### config.mk
export PLATFORM = sky130hd
export DESIGN_NAME = trail_writer
export DESIGN_NICKNAME = d
export VERILOG_FILES = /design/src/rtl/trail_writer.sv
export SDC_FILE = /design/constraint.sdc
export NUM_CORES = 1
export LEC_CHECK = 0
export ABC_AREA = 1
export CAP_MARGIN = 20
export CORE_MARGIN = 1
export CORE_UTILIZATION = 35
export DETAILED_ROUTE_END_ITERATION = 8
export PLACE_DENSITY = 0.61
export SYNTH_ARGS = -nofsm -noshare
export SYNTH_HDL_FRONTEND = slang
export SYNTH_SLANG_ARGS = --single-unit
### constraint.sdc
create_clock -name Clk -period 8.4 [get_ports Clk]
set_clock_uncertainty 0.05 [all_clocks]
set_input_delay 1.68 -clock Clk [delete_from_list [all_inputs] [get_ports Clk]]
set_output_delay 1.68 -clock Clk [all_outputs]
set_load 0.1 [all_outputs]
### src/rtl/trail_writer.sv
// Frame buffer producer: clears the playfield and draws the arena wall, then
// paints red and blue bike head pixels as trail words on each frame tick.
module trail_writer #(
    parameter int         H_WORDS    = 320,
    parameter int         V_LINES    = 480,
    parameter logic [3:0] BG_COLOR   = 4'h0,
    parameter logic [3:0] RED_COLOR  = 4'h4,
    parameter logic [3:0] BLUE_COLOR = 4'h6,
    parameter logic [3:0] WALL_COLOR = 4'h8
) (
    input  logic        Clk,
    input  logic        Reset,
    input  logic        frame_clk,
    input  logic        game_active,
    input  logic        clear_req,
    input  logic [9:0]  red_x,
    input  logic [9:0]  red_y,
    input  logic [9:0]  blue_x,
    input  logic [9:0]  blue_y,
    output logic [15:0] Data_In,
    output logic [18:0] write_address,
    output logic        WE,
    output logic        busy
);

    localparam int TOTAL_WORDS = H_WORDS * V_LINES;
    localparam int CNT_W       = $clog2(TOTAL_WORDS);
    localparam int COL_W       = $clog2(H_WORDS);
    localparam int LINE_W      = $clog2(V_LINES);

    typedef enum logic [1:0] {
        ST_CLEAR,
        ST_WAIT,
        ST_WR_RED,
        ST_WR_BLUE
    } state_t;

    state_t state, next_state;

    logic              frame_sync1, frame_sync2, frame_prev, frame_tick;
    logic [CNT_W-1:0]  clear_cnt;
    logic [COL_W-1:0]  col_cnt;
    logic [LINE_W-1:0] line_cnt;
    logic              pending_clear;
    logic [9:0]        lat_red_x, lat_red_y, lat_blue_x, lat_blue_y;

    logic              we_next, busy_next;
    logic [18:0]       addr_next;
    logic [15:0]       data_next;
    logic              start_clear, latch_pos, set_pending, last_word, on_wall;

    // Both nibble pixels of a word carry the same colour, giving 2 px wide trails.
    function automatic logic [15:0] make_word(input logic [3:0] c);
        return {4'h0, c, 4'h0, c};
    endfunction

    // For the 320-word line this is (y<<8)+(y<<6)+(x>>1).
    function automatic logic [18:0] word_addr(input logic [9:0] x, input logic [9:0] y);
        return 19'(y) * 19'(H_WORDS) + 19'(x[9:1]);
    endfunction

    function automatic logic pos_ok(input logic [9:0] x, input logic [9:0] y);
        return ({1'b0, x} < 11'(2 * H_WORDS)) && ({1'b0, y} < 11'(V_LINES));
    endfunction

    // frame_clk is asynchronous: two-flop synchroniser, then registered rising-edge pulse.
    always_ff @(posedge Clk or posedge Reset) begin
        if (Reset) begin
            frame_sync1 <= 1'b0;
            frame_sync2 <= 1'b0;
            frame_prev  <= 1'b0;
            frame_tick  <= 1'b0;
        end else begin
            frame_sync1 <= frame_clk;
            frame_sync2 <= frame_sync1;
            frame_prev  <= frame_sync2;
            frame_tick  <= frame_sync2 & ~frame_prev;
        end
    end

    always_ff @(posedge Clk or posedge Reset) begin
        if (Reset) state <= ST_CLEAR;
        else       state <= next_state;
    end

    assign last_word = (clear_cnt == CNT_W'(TOTAL_WORDS - 1));
    assign on_wall   = (line_cnt == '0) || (line_cnt == LINE_W'(V_LINES - 1)) ||
                       (col_cnt == '0)  || (col_cnt == COL_W'(H_WORDS - 1));

    always_comb begin
        next_state  = state;
        we_next     = 1'b0;
        addr_next   = write_address;
        data_next   = Data_In;
        start_clear = 1'b0;
        latch_pos   = 1'b0;
        set_pending = 1'b0;
        case (state)
            ST_CLEAR: begin
                we_next   = 1'b1;
                addr_next = 19'(clear_cnt);
                data_next = make_word(on_wall ? WALL_COLOR : BG_COLOR);
                if (last_word) next_state = ST_WAIT;
            end
            ST_WAIT: begin
                if (pending_clear || clear_req) begin
                    next_state  = ST_CLEAR;
                    start_clear = 1'b1;
                end else if (frame_tick && game_active) begin
                    next_state = ST_WR_RED;
                    latch_pos  = 1'b1;
                end
            end
            ST_WR_RED: begin
                set_pending = clear_req;
                if (pos_ok(lat_red_x, lat_red_y)) begin
                    we_next   = 1'b1;
                    addr_next = word_addr(lat_red_x, lat_red_y);
                    data_next = make_word(RED_COLOR);
                end
                next_state = ST_WR_BLUE;
            end
            ST_WR_BLUE: begin
                set_pending = clear_req;
                if (pos_ok(lat_blue_x, lat_blue_y)) begin
                    we_next   = 1'b1;
                    addr_next = word_addr(lat_blue_x, lat_blue_y);
                    data_next = make_word(BLUE_COLOR);
                end
                next_state = ST_WAIT;
            end
            default: next_state = ST_CLEAR;
        endcase
        busy_next = (state == ST_CLEAR) || (next_state == ST_CLEAR);
    end

    // Line/column counters run alongside the linear counter so no divider is needed.
    always_ff @(posedge Clk or posedge Reset) begin
        if (Reset) begin
            clear_cnt <= '0;
            col_cnt   <= '0;
            line_cnt  <= '0;
        end else if (start_clear) begin
            clear_cnt <= '0;
            col_cnt   <= '0;
            line_cnt  <= '0;
        end else if (state == ST_CLEAR && !last_word) begin
            clear_cnt <= clear_cnt + 1'b1;
            if (col_cnt == COL_W'(H_WORDS - 1)) begin
                col_cnt  <= '0;
                line_cnt <= line_cnt + 1'b1;
            end else begin
                col_cnt <= col_cnt + 1'b1;
            end
        end
    end

    always_ff @(posedge Clk or posedge Reset) begin
        if (Reset) begin
            pending_clear <= 1'b0;
            lat_red_x     <= '0;
            lat_red_y     <= '0;
            lat_blue_x    <= '0;
            lat_blue_y    <= '0;
        end else begin
            if (start_clear)      pending_clear <= 1'b0;
            else if (set_pending) pending_clear <= 1'b1;
            if (latch_pos) begin
                lat_red_x  <= red_x;
                lat_red_y  <= red_y;
                lat_blue_x <= blue_x;
                lat_blue_y <= blue_y;
            end
        end
    end

    always_ff @(posedge Clk or posedge Reset) begin
        if (Reset) begin
            WE            <= 1'b0;
            write_address <= '0;
            Data_In       <= '0;
            busy          <= 1'b1;
        end else begin
            WE            <= we_next;
            write_address <= addr_next;
            Data_In       <= data_next;
            busy          <= busy_next;
        end
    end

endmodule

* After elaboration in Yosys (flattened, before gate mapping)
Cells that the tools add are included.
Word-level totals: input bits 45, output and inout port bits 37, register bits after elaboration 120, word-level logic and storage cells 89
Operators by class: add/subtract/negate cells 5, multipliers 2, reductions and logical operators 21, eq/ne operators 8, magnitude comparators 4, bitwise gates (word level) 2, mux-type cells 30
Operator list (count):
- case mux 19 bit (3 select lines) | 1
- 2-to-1 mux 9 bit | 6
- case mux 16 bit (3 select lines) | 1
- adder 19 x 9 -> 19 bit | 2
- 2-to-1 mux 19 bit | 2
- 2-to-1 mux 18 bit | 2
- 2-to-1 mux 16 bit | 2
- multiplier 10 x 3 -> 13 bit (second input constant) | 2
- < comparator 10 bit (second input constant) | 2
- < comparator 10 x 9 -> 1 bit (second input constant) | 2
- adder 18 x 1 -> 18 bit (second input constant) | 1
- adder 9 x 1 -> 9 bit (second input constant) | 2
- == test 18 bit (second input constant) | 1
- == test 9 bit (second input constant) | 2
- logical NOT 9 bit | 2
- 2-to-1 mux 1 bit | 10
- case mux 2 bit (4 select lines) | 1
- 2-to-1 mux 2 bit | 3
- nonzero test 2 bit | 3
- logical OR 1 bit | 5
- == test 2 bit (second input constant) | 2
- logical AND 1 bit | 4
- logical NOT 2 bit | 2
- 2-to-1 mux 4 bit | 1
- 10 further kinds | 11

* Longest topological paths before layout
depth after elaboration 6, gate-level depth with buffers 18, gate-level depth less buffers 18

* Worst setup path after synthesis
OpenSTA, ideal clock, no wires.
kind register to output, from reg Data_In[10], to out Data_In[10], stages on the path, launching flop included 2, buffers on the path 1, data arrival time 1.340 ns, slack 5.330 ns, data required time 6.670 ns, path through dfrtp_1 > buf_4
RTL lines:
- start, declared | RTL line 20 | output logic [15:0] Data_In,
- start signal, assigned | RTL line 186 | Data_In <= data_next;
No word-level cell between the ends.

* Worst setup path in the final report
from reg busy, to out busy
RTL lines:
- start, declared | RTL line 23 | output logic busy
- start signal, assigned | RTL line 187 | busy <= busy_next;
No word-level cell between the ends.

==> impl_results.md <==
* Status: completed
* Critical Path RT at 6670 ps
* Final Hold Viols at 0
* Vias in the first global route at 5,295
* Number of enable flip-flop cells after synthesis at 0
* Drt wl/cell at 13.84 um
* Max stage delay on crit path at 1120 ps
* Most common cell in the synthesized netlist: nand2_1
* Synth area leaders: dfrtp_1, nand2_1, ha_1, mux2_2, inv_1
* Crit-path max FO at 1
* Hold crit path type: register to register
* Crit-path cells: clkdlybuf4s50_1
* Internal power at 1.363 mW
* Clock share of power at 16.5%
* Initial detailed-routing violation count at 290
* Die width at 139.9 um
* CTS tree: built
* Nets at 965
* CP endpoint kind: output pin
* DR pass1 iterations at 5
* Seq/Total Area, Yosys at 39.49%
* Critical Path AT at 2000 ps
* Clock Tree Root: clkbuf_16
* Fin crit share at 44.43%
* Initial antenna violation count at 0
* Post-synth top cells: nand2_1, dfrtp_1, inv_1, nor2_1, nand3_1
* CTS clk-pin slew, worst paths at 70 ps
* DIE HEIGHT at 139.9 um
* Die area at 19,580 um2
* MaxCap Viol Count at 0
* Vias at 5,477
* Cell Rows at 50
* Io pins at 82
* Final Wtd Congestion at 0.8140
* Worst skew pair latency at 360 ps
* Post-route ant nets at 0
* R2R depth at 11
* Setup TNS Final at 0 ps
* Ys flop type: dfrtp_1
* PortBufs at 69
* Antenna cells at 0
* Final Critical Period at 3732 ps
* CTS buffer count at 9
* Post-route DRC at 0
* Max Fclk at 0.2680 GHz
* #FFs+latches synth at 105
* Seq pwr share at 29.4%
* Hold-fix buffers at CTS at 0
* Net Switching at 1.324 mW
* Post-Synthesis Cells at 811
* Count of cell types in the netlist at 48
* Mapped cell area at 6658 um2
* Clock Sinks at 105
* Pwr dens at 343.1 nW/um2
* Starting density of the core at 35.59%
* Post-CTS Resized at 0
* Core box area at 18,710 um2
* Avg Vias per Cell at 4.930
* First-pass GRT wire length at 26,480 um
* DRT Wirelength at 15,380 um
* GRT Residual Overflow at 0
* Postcts setup bufs at 0
* Combinational group share of total power at 54.1%
* CTS H-tree depth at 3
* Worst setup SP type: register
* Async S/R FF share, synth at 100.0%
* Area grow syn2layout at 17.63%
* Dominant cell type by area after synthesis: dfrtp_1
* Final Util at 41.87%
* Switching part of the total at 49.27%
* Worst Tran Pin Value at 1033 ps
* Gr usage total at 17.09%
* P_leak at 3.789 nW
* Maximum VDD drop at 236.8 uV
* Setup Crit Path Kind: register to output pin
* Max_slew headroom at 30.89%
* Avg Cell Area, Syn at 8.209 um2
* Max-slew violations at 0
* Hold Path Stages at 0
* CP top delay family: buffers and inverters
* RSZ-0062 raised after global routing: false
* Ys Warns at 0
* Slowest cell on the critical path: clkdlybuf4s50_1
* Largest net degree at the start of global routing at 70
* CTS max path bufs at 2
* CP bufs+invs at 1
* Final setup vio count at 0
* Post-DP HPWL at 11,310 um
* Synth top area share at 39.09%
* Fraction of layout cells with a size suffix above 1 at 10.15%
* Tot Pwr at 2.687 mW
* CP Depth at 1
[layer usage]
layer  GRT usage [%]  vias to the layer above  routed length [um]
li1                -                     2789                   -
met1           23.39                     2568                7645
met2           27.11                      106                6864
met3           3.726                       14                 639
met4           4.858                        0                 227
met5               0                        -                   0
[cells by family after synthesis]
family / count (synthesis) / share of synthesized area [%]
compound gates: 109 / 9.735
other cells: 1 / 0.05633
mux: 34 / 5.751
buf+inv: 130 / 8.589
simple gates: 371 / 25.26
flops: 105 / 39.49
xor+xnor: 14 / 1.842
fa+ha+maj: 47 / 9.284
[sequential cells by signal, summed over array words and instances (netlist names), 3 cells and up]
signal and count:
Data_In 3, clear_cnt 18, col_cnt 9, lat_blue_x 9, lat_blue_y 10, lat_red_x 9, lat_red_y 10, line_cnt 9
write_address 19
[power by group through the flow]
| stage | Sequential, mW | Combinational [mW] | Clock [mW] |
|---|---|---|---|
| final | 0.790 | 1.45 | 0.444 |
| after global placement | 0.799 | 1.44 | 0 |
| after detailed placement | 0.801 | 1.45 | 0 |
| after floorplan | 1.06 | 0.871 | 0 |
| after global routing | 0.816 | 1.63 | 0.480 |
| after CTS | 0.792 | 1.46 | 0.461 |
[per-stage QoR]
| step | instances | worst slack, ps | hold WS (ps) | area, um2 |
|---|---|---|---|---|
| final | 1111 | 4668 | 302.3 | 7831 |
| after global routing | 1111 | 4627 | 313.7 | 7831 |
| after detailed placement | 1095 | 4508 | 287.9 | 7498 |
| after CTS | 1110 | 4640 | 305.9 | 7811 |
| after floorplan | 820 | 3911 | 281.2 | 6691 |
| after global placement | 1095 | 4542 | 283.3 | 7498 |
[worst paths after layout]
kind / from / endpoint / slack [ps]
setup / recovery: busy$_DFF_PP1_ / busy / 4670
hold / removal: frame_sync1$_DFF_PP0_ / frame_sync2$_DFF_PP0_ / 300
setup reg to reg: state[1]$_DFF_PP0_ / write_address[15]$_DFFE_PP0P_ / 5250
hold reg to reg: frame_sync1$_DFF_PP0_ / frame_sync2$_DFF_PP0_ / 300
max in group asynchronous: Reset / lat_blue_x[1]$_DFFE_PP0P_ / 5390
min in group asynchronous: Reset / lat_blue_x[3]$_DFFE_PP0P_ / 1650
[layout by cell type (no fill, tap or decap), types with 32 or more instances in the layout]
cell and n:
mux2_2 34, nand2_1 185, inv_1 94, o21ai_0 32
ha_1 43, dfrtp_1 104, nor2_1 67, a21oi_1 39
nand3_1 55, clkdlybuf4s50_1 69
[area by class of cell]
class                      instances  area [um2]
fill                            1885       10870
multi-input combinational        585        3493
sequential                       105        2629
timing repair buffer              72       725.7
inverter                         100       377.9
tap                              234       292.8
clock buffer                      10       239.0
clock inverter                     5       73.82
No activity file was read; power rests on OpenSTA's default activity.
